[config.mk]
export PLATFORM = sky130hd
export DESIGN_NAME = heater_temp_monitor
export DESIGN_NICKNAME = d
export VERILOG_FILES = /design/src/rtl/heater_temp_monitor.sv
export SDC_FILE = /design/constraint.sdc
export NUM_CORES = 1
export LEC_CHECK = 0
export CAP_MARGIN = 20
export CELL_PAD_IN_SITES_DETAIL_PLACEMENT = 0
export CELL_PAD_IN_SITES_GLOBAL_PLACEMENT = 2
export CORE_UTILIZATION = 38
export DETAILED_ROUTE_END_ITERATION = 8
export PLACE_DENSITY_LB_ADDON = 0.08
export REMOVE_ABC_BUFFERS = 1
export SYNTH_ARGS = -nofsm -noshare
export SYNTH_HDL_FRONTEND = slang
export SYNTH_SLANG_ARGS = --single-unit
[constraint.sdc]
create_clock -name clk -period 5.6 [get_ports clk]
set_input_delay 1.12 -clock clk [delete_from_list [all_inputs] [get_ports clk]]
set_output_delay 1.12 -clock clk [all_outputs]
set_load 0.005 [all_outputs]
[src/rtl/heater_temp_monitor.sv]
// heater_temp_monitor
//   Upstream stage of the heater. Block-averages raw temperature samples,
//   drives the heater on/off request with hysteresis, and latches a fault on
//   over-temperature persistence or a sensor timeout.
// Ports
//   clk          in   rising-edge clock
//   reset        in   asynchronous active-high reset
//   sample_valid in   raw sample strobe, one sample per high cycle
//   sample_data  in   raw temperature code (DATA_W)
//   err_clear    in   single-cycle fault clear request
//   temp_avg     out  last completed average (DATA_W)
//   temp_valid   out  1-cycle pulse, temp_avg updated this cycle
//   heat_req     out  heater on request (forced low while error)
//   error        out  latched fault
//   error_code   out  01 over-temp, 10 sensor timeout, 00 none
module heater_temp_monitor #(
  parameter int unsigned DATA_W   = 12,
  parameter int unsigned AVG_LOG2 = 3,
  parameter int unsigned SETPOINT = 2000,
  parameter int unsigned HYST     = 20,
  parameter int unsigned TRIP     = 2500,
  parameter int unsigned TRIP_CNT = 3,
  parameter int unsigned TIMEOUT  = 1000
) (
  input  logic              clk,
  input  logic              reset,
  input  logic              sample_valid,
  input  logic [DATA_W-1:0] sample_data,
  input  logic              err_clear,
  output logic [DATA_W-1:0] temp_avg,
  output logic              temp_valid,
  output logic              heat_req,
  output logic              error,
  output logic [1:0]        error_code
);

  localparam int unsigned ACC_W = DATA_W + AVG_LOG2;
  localparam int unsigned CNT_W = (AVG_LOG2 > 0) ? AVG_LOG2 : 1;
  localparam int unsigned PER_W = $clog2(TRIP_CNT + 1);
  localparam int unsigned WD_W  = $clog2(TIMEOUT + 1);

  localparam logic [CNT_W-1:0]  CNT_LAST = CNT_W'((2 ** AVG_LOG2) - 1);
  localparam logic [DATA_W-1:0] LO_TH    = DATA_W'(SETPOINT - HYST);
  localparam logic [DATA_W-1:0] HI_TH    = DATA_W'(SETPOINT + HYST);
  localparam logic [DATA_W-1:0] TRIP_TH  = DATA_W'(TRIP);
  localparam logic [PER_W-1:0]  PER_MAX  = PER_W'(TRIP_CNT);
  localparam logic [WD_W-1:0]   WD_MAX   = WD_W'(TIMEOUT);

  typedef enum logic [1:0] {
    ERR_NONE    = 2'b00,
    ERR_OVER    = 2'b01,
    ERR_TIMEOUT = 2'b10
  } err_code_e;

  logic [ACC_W-1:0]  acc_q, acc_d, acc_sum;
  logic [CNT_W-1:0]  cnt_q, cnt_d;
  logic [DATA_W-1:0] avg_q, avg_d;
  logic              tvalid_q, tvalid_d;
  logic              heat_q, heat_d;
  logic [PER_W-1:0]  persist_q, persist_d, persist_nxt;
  logic [WD_W-1:0]   wdog_q, wdog_d, wdog_nxt;
  logic              error_q, error_d;
  err_code_e         code_q, code_d;
  logic              over_evt, to_evt;

  always_comb begin
    acc_sum  = acc_q + ACC_W'(sample_data);
    acc_d    = acc_q;
    cnt_d    = cnt_q;
    avg_d    = avg_q;
    tvalid_d = 1'b0;
    if (sample_valid) begin
      if (cnt_q == CNT_LAST) begin
        avg_d    = DATA_W'(acc_sum >> AVG_LOG2);
        acc_d    = '0;
        cnt_d    = '0;
        tvalid_d = 1'b1;
      end else begin
        acc_d = acc_sum;
        cnt_d = cnt_q + CNT_W'(1);
      end
    end
  end

  // Hysteresis and persistence act on the registered average during its
  // temp_valid cycle, so both see exactly the value presented on temp_avg.
  always_comb begin
    heat_d      = heat_q;
    persist_nxt = persist_q;
    over_evt    = 1'b0;
    if (tvalid_q) begin
      if (avg_q < LO_TH) begin
        heat_d = 1'b1;
      end else if (avg_q >= HI_TH) begin
        heat_d = 1'b0;
      end
      if (avg_q > TRIP_TH) begin
        if (persist_q < PER_MAX) begin
          persist_nxt = persist_q + PER_W'(1);
          over_evt    = (persist_q == PER_MAX - PER_W'(1));
        end
      end else begin
        persist_nxt = '0;
      end
    end
  end

  always_comb begin
    wdog_nxt = wdog_q;
    to_evt   = 1'b0;
    if (sample_valid) begin
      wdog_nxt = '0;
    end else if (wdog_q < WD_MAX) begin
      wdog_nxt = wdog_q + WD_W'(1);
      to_evt   = (wdog_q == WD_MAX - WD_W'(1));
    end
  end

  // A fault event overrides a simultaneous clear; the clear still lets the
  // new cause replace the latched one.
  always_comb begin
    error_d   = error_q;
    code_d    = code_q;
    persist_d = persist_nxt;
    wdog_d    = wdog_nxt;
    if (over_evt || to_evt) begin
      error_d = 1'b1;
      if (!error_q || err_clear) begin
        code_d = over_evt ? ERR_OVER : ERR_TIMEOUT;
      end
    end else if (err_clear && error_q) begin
      error_d   = 1'b0;
      code_d    = ERR_NONE;
      persist_d = '0;
      wdog_d    = '0;
    end
  end

  always_ff @(posedge clk or posedge reset) begin
    if (reset) begin
      acc_q     <= '0;
      cnt_q     <= '0;
      avg_q     <= '0;
      tvalid_q  <= 1'b0;
      heat_q    <= 1'b0;
      persist_q <= '0;
      wdog_q    <= '0;
      error_q   <= 1'b0;
      code_q    <= ERR_NONE;
    end else begin
      acc_q     <= acc_d;
      cnt_q     <= cnt_d;
      avg_q     <= avg_d;
      tvalid_q  <= tvalid_d;
      heat_q    <= heat_d;
      persist_q <= persist_d;
      wdog_q    <= wdog_d;
      error_q   <= error_d;
      code_q    <= code_d;
    end
  end

  assign temp_avg   = avg_q;
  assign temp_valid = tvalid_q;
  assign heat_req   = heat_q & ~error_q;
  assign error      = error_q;
  assign error_code = code_q;

endmodule

==> flow_summary.yaml <==
outcome:
  outcome: "finished clean"
placed_design:
  io_buffers: 32
  dp_hpwl_um: 4360
  gp_congestion: 0.736
  dpl_worst_slack_ns: 2.19
clocking:
  cts_made_buffers: 5
  cts_tree: "done"
  cts_max_level: 2
  cts_setup_buffers: 0
  ctsResizeCount: 0
  clkLatencyLatePin_ns: 0.30
  holdBufCountCts: 0
  clockBufferDepth: 2
  cts_root_buf: "clkbuf_8"
  numClockSinks: 47
  path_clk_slew_ns: 0.08
die:
  std_cell_rows: 30
  ios: 33
  core_area_um2: 6790
  die_h_um: 85.9
  start_util_pct: 39.4
  dieArea_um2: 7380
  fp.dieW_um: 85.9
drt:
  vias: 2143
  final_antenna_net_count: 0
  wl_um: 6100
  drc: 0
  drtIter0Drc: 75
  viasPerCell: 5.32
  wl_per_cell_um: 15.1
  dr.pass1.iters: 4
timing:
  skew_ns: 0.00862
  post-route-period-util_pct: 55.4
  worstMarginPinSlew_ns: 0.784
  setup_violations: 0
  hold_ws_ns: 0.491
  period_needed_ns: 3.10
  slew_violations: 0
  setup_ws_ns: 2.50
  max_freq_mhz: 322
  setup-tns-final_ns: 0
  finalHoldViolCount: 0
  relSlewSlack_pct: 47.6
  rsz0062_at_grt: "false"
critical_path:
  worstPathArrival_ns: 3.33
  crit_type: "input pin to flop"
  endpoint_kind: "flop"
  critPathLaunchType: "input pin"
  critPathMaxFanout: 8
  cp.required_ns: 5.82
power:
  p_leak_nw: 1.36
  fin_total_pwr_mw: 1.47
  ir_worst_vdd_mv: 0.178
  power_density_nw_per_um2: 461
logic_synthesis:
  async_flop_share_pct: 100
  synth_warnings: 0
  synth_common_cells: "dfrtp_1 (47), nand2_1 (25), o21ai_0 (22), nor2_1 (17), ha_1 (15)"
  synth_flop_cell: "dfrtp_1"
  avgSynthCellArea_um2: 9.73
  synth_cell_type_count: 51
  yosysSeqAreaShare_pct: 44.0
  synth-seq-cells: 47
  ys_top_cells_by_area: "dfrtp_1 (44%), ha_1 (7.0%), o21ai_0 (4.1%)"
  synth_edf_count: 0
  synth_area_um2: 2680
  synth_most_common_cell: "dfrtp_1"
  postSynthCellCount: 275
  synth_top_area_share_pct: 44.0
  yosys.area.top_type: "dfrtp_1"
layout:
  layout-drive-gt1-share_pct: 5.21
  n_antenna_cell: 0
  n_fill_cell: 683
  nets: 338
  area_growth_pct: 19.3
min_path:
  holdCritPathClass: "flop to flop"
grt:
  grt_pass1_wl_um: 10100
  grt_max_degree: 48
  grt_pass1_vias: 2021
  grt.overflow.total: 0
  antenna_found_initial: 0
  grtUsageTotal_pct: 17.7
flow_run:
  max_cap_violations: 0
[cells by family after synthesis]
family | Yosys count | synth area share [%]
simple gates | 87 | 16.4
compound gates | 85 | 22.0
buf+inv | 21 | 3.37
mux | 4 | 1.59
fa+ha+maj | 16 | 7.76
xor+xnor | 15 | 4.91
flops | 47 | 44.0
[critical path, cell delays in order]
cell and delay, ns:
clkdlybuf4s50_1 0.46, ha_1 0.18, fa_1 0.24, a21oi_2 0.09, o211a_1 0.27, o2111a_2 0.33, or4_1 0.52, o21ai_1 0.12
[sequential cells by signal, indices dropped and copies added (netlist names)]
| name | count |
|---|---|
| heat_q | 1 |
| error_code | 2 |
| error | 1 |
| wdog_q | 10 |
| acc_q | 15 |
| persist_q | 2 |
| temp_valid | 1 |
| temp_avg | 12 |
| cnt_q | 3 |
[final timing paths]
check | startpoint | endpoint | slack, ns | depth (start not counted)
max in group asynchronous | reset | wdog_q[1] | 3.94 | 3
worst max register to register | acc_q[0] | acc_q[10] | 3.41 | 7
worst min-delay path | cnt_q[0] | cnt_q[0] | 0.49 | 1
worst max-delay path | sample_data[0] | acc_q[14] | 2.50 | 8
min in group asynchronous | reset | acc_q[7] | 1.14 | 2
worst min register to register | cnt_q[0] | cnt_q[0] | 0.49 | 1
[cell type report]
class	instances	area (um2)	area share, %
multi-input combinational	207	1410	44.2
sequential	47	1180	36.9
timing repair buffer	33	340	10.7
tap	96	120	3.76
clock buffer	8	100	3.14
inverter	12	45.0	1.41
[power breakdown]
group	leakage, nW	switching, mW	internal [mW]
sequential	0.594	0.114	0.456
combinational	0.711	0.352	0.325
clock	0.0515	0.112	0.113
total	1.36	0.578	0.894
[through the flow]
stage	utilization (%)	cell area, um2	cells
floorplan	-	2630	266
global placement	45.2	3070	394
detailed placement	45.2	3070	394
CTS	46.7	3170	402
global route	47.0	3190	403
finish	47.0	3190	403
[metal layers]
layer | part of all wire [%] | routed length (um) | global-route usage, % | vias up
li1 | - | - | - | 1076
met1 | 51 | 3090 | 25.3 | 1034
met2 | 46 | 2810 | 27.6 | 31
met3 | 2.7 | 165 | 3.56 | 2
met4 | 0.52 | 32 | 4.55 | 0
met5 | 0 | 0 | 0 | -
[cells in the final DEF (no fill, tap or decap), types with 4 or more instances in the layout]
cell type,count
o21ai_0,22
nor2b_1,5
o2bb2ai_1,11
clkdlybuf4s50_1,32
nand2_1,25
xor2_1,6
a21oi_1,14
and3_1,4
clkbuf_8,7
or4_1,4
xnor2_1,9
a31oi_1,5
nor2_1,17
ha_1,15
o211ai_1,5
nand3_1,13
inv_1,11
o31ai_1,5
dfrtp_1,47
Note: power is estimated with default switching activity, not from simulation.
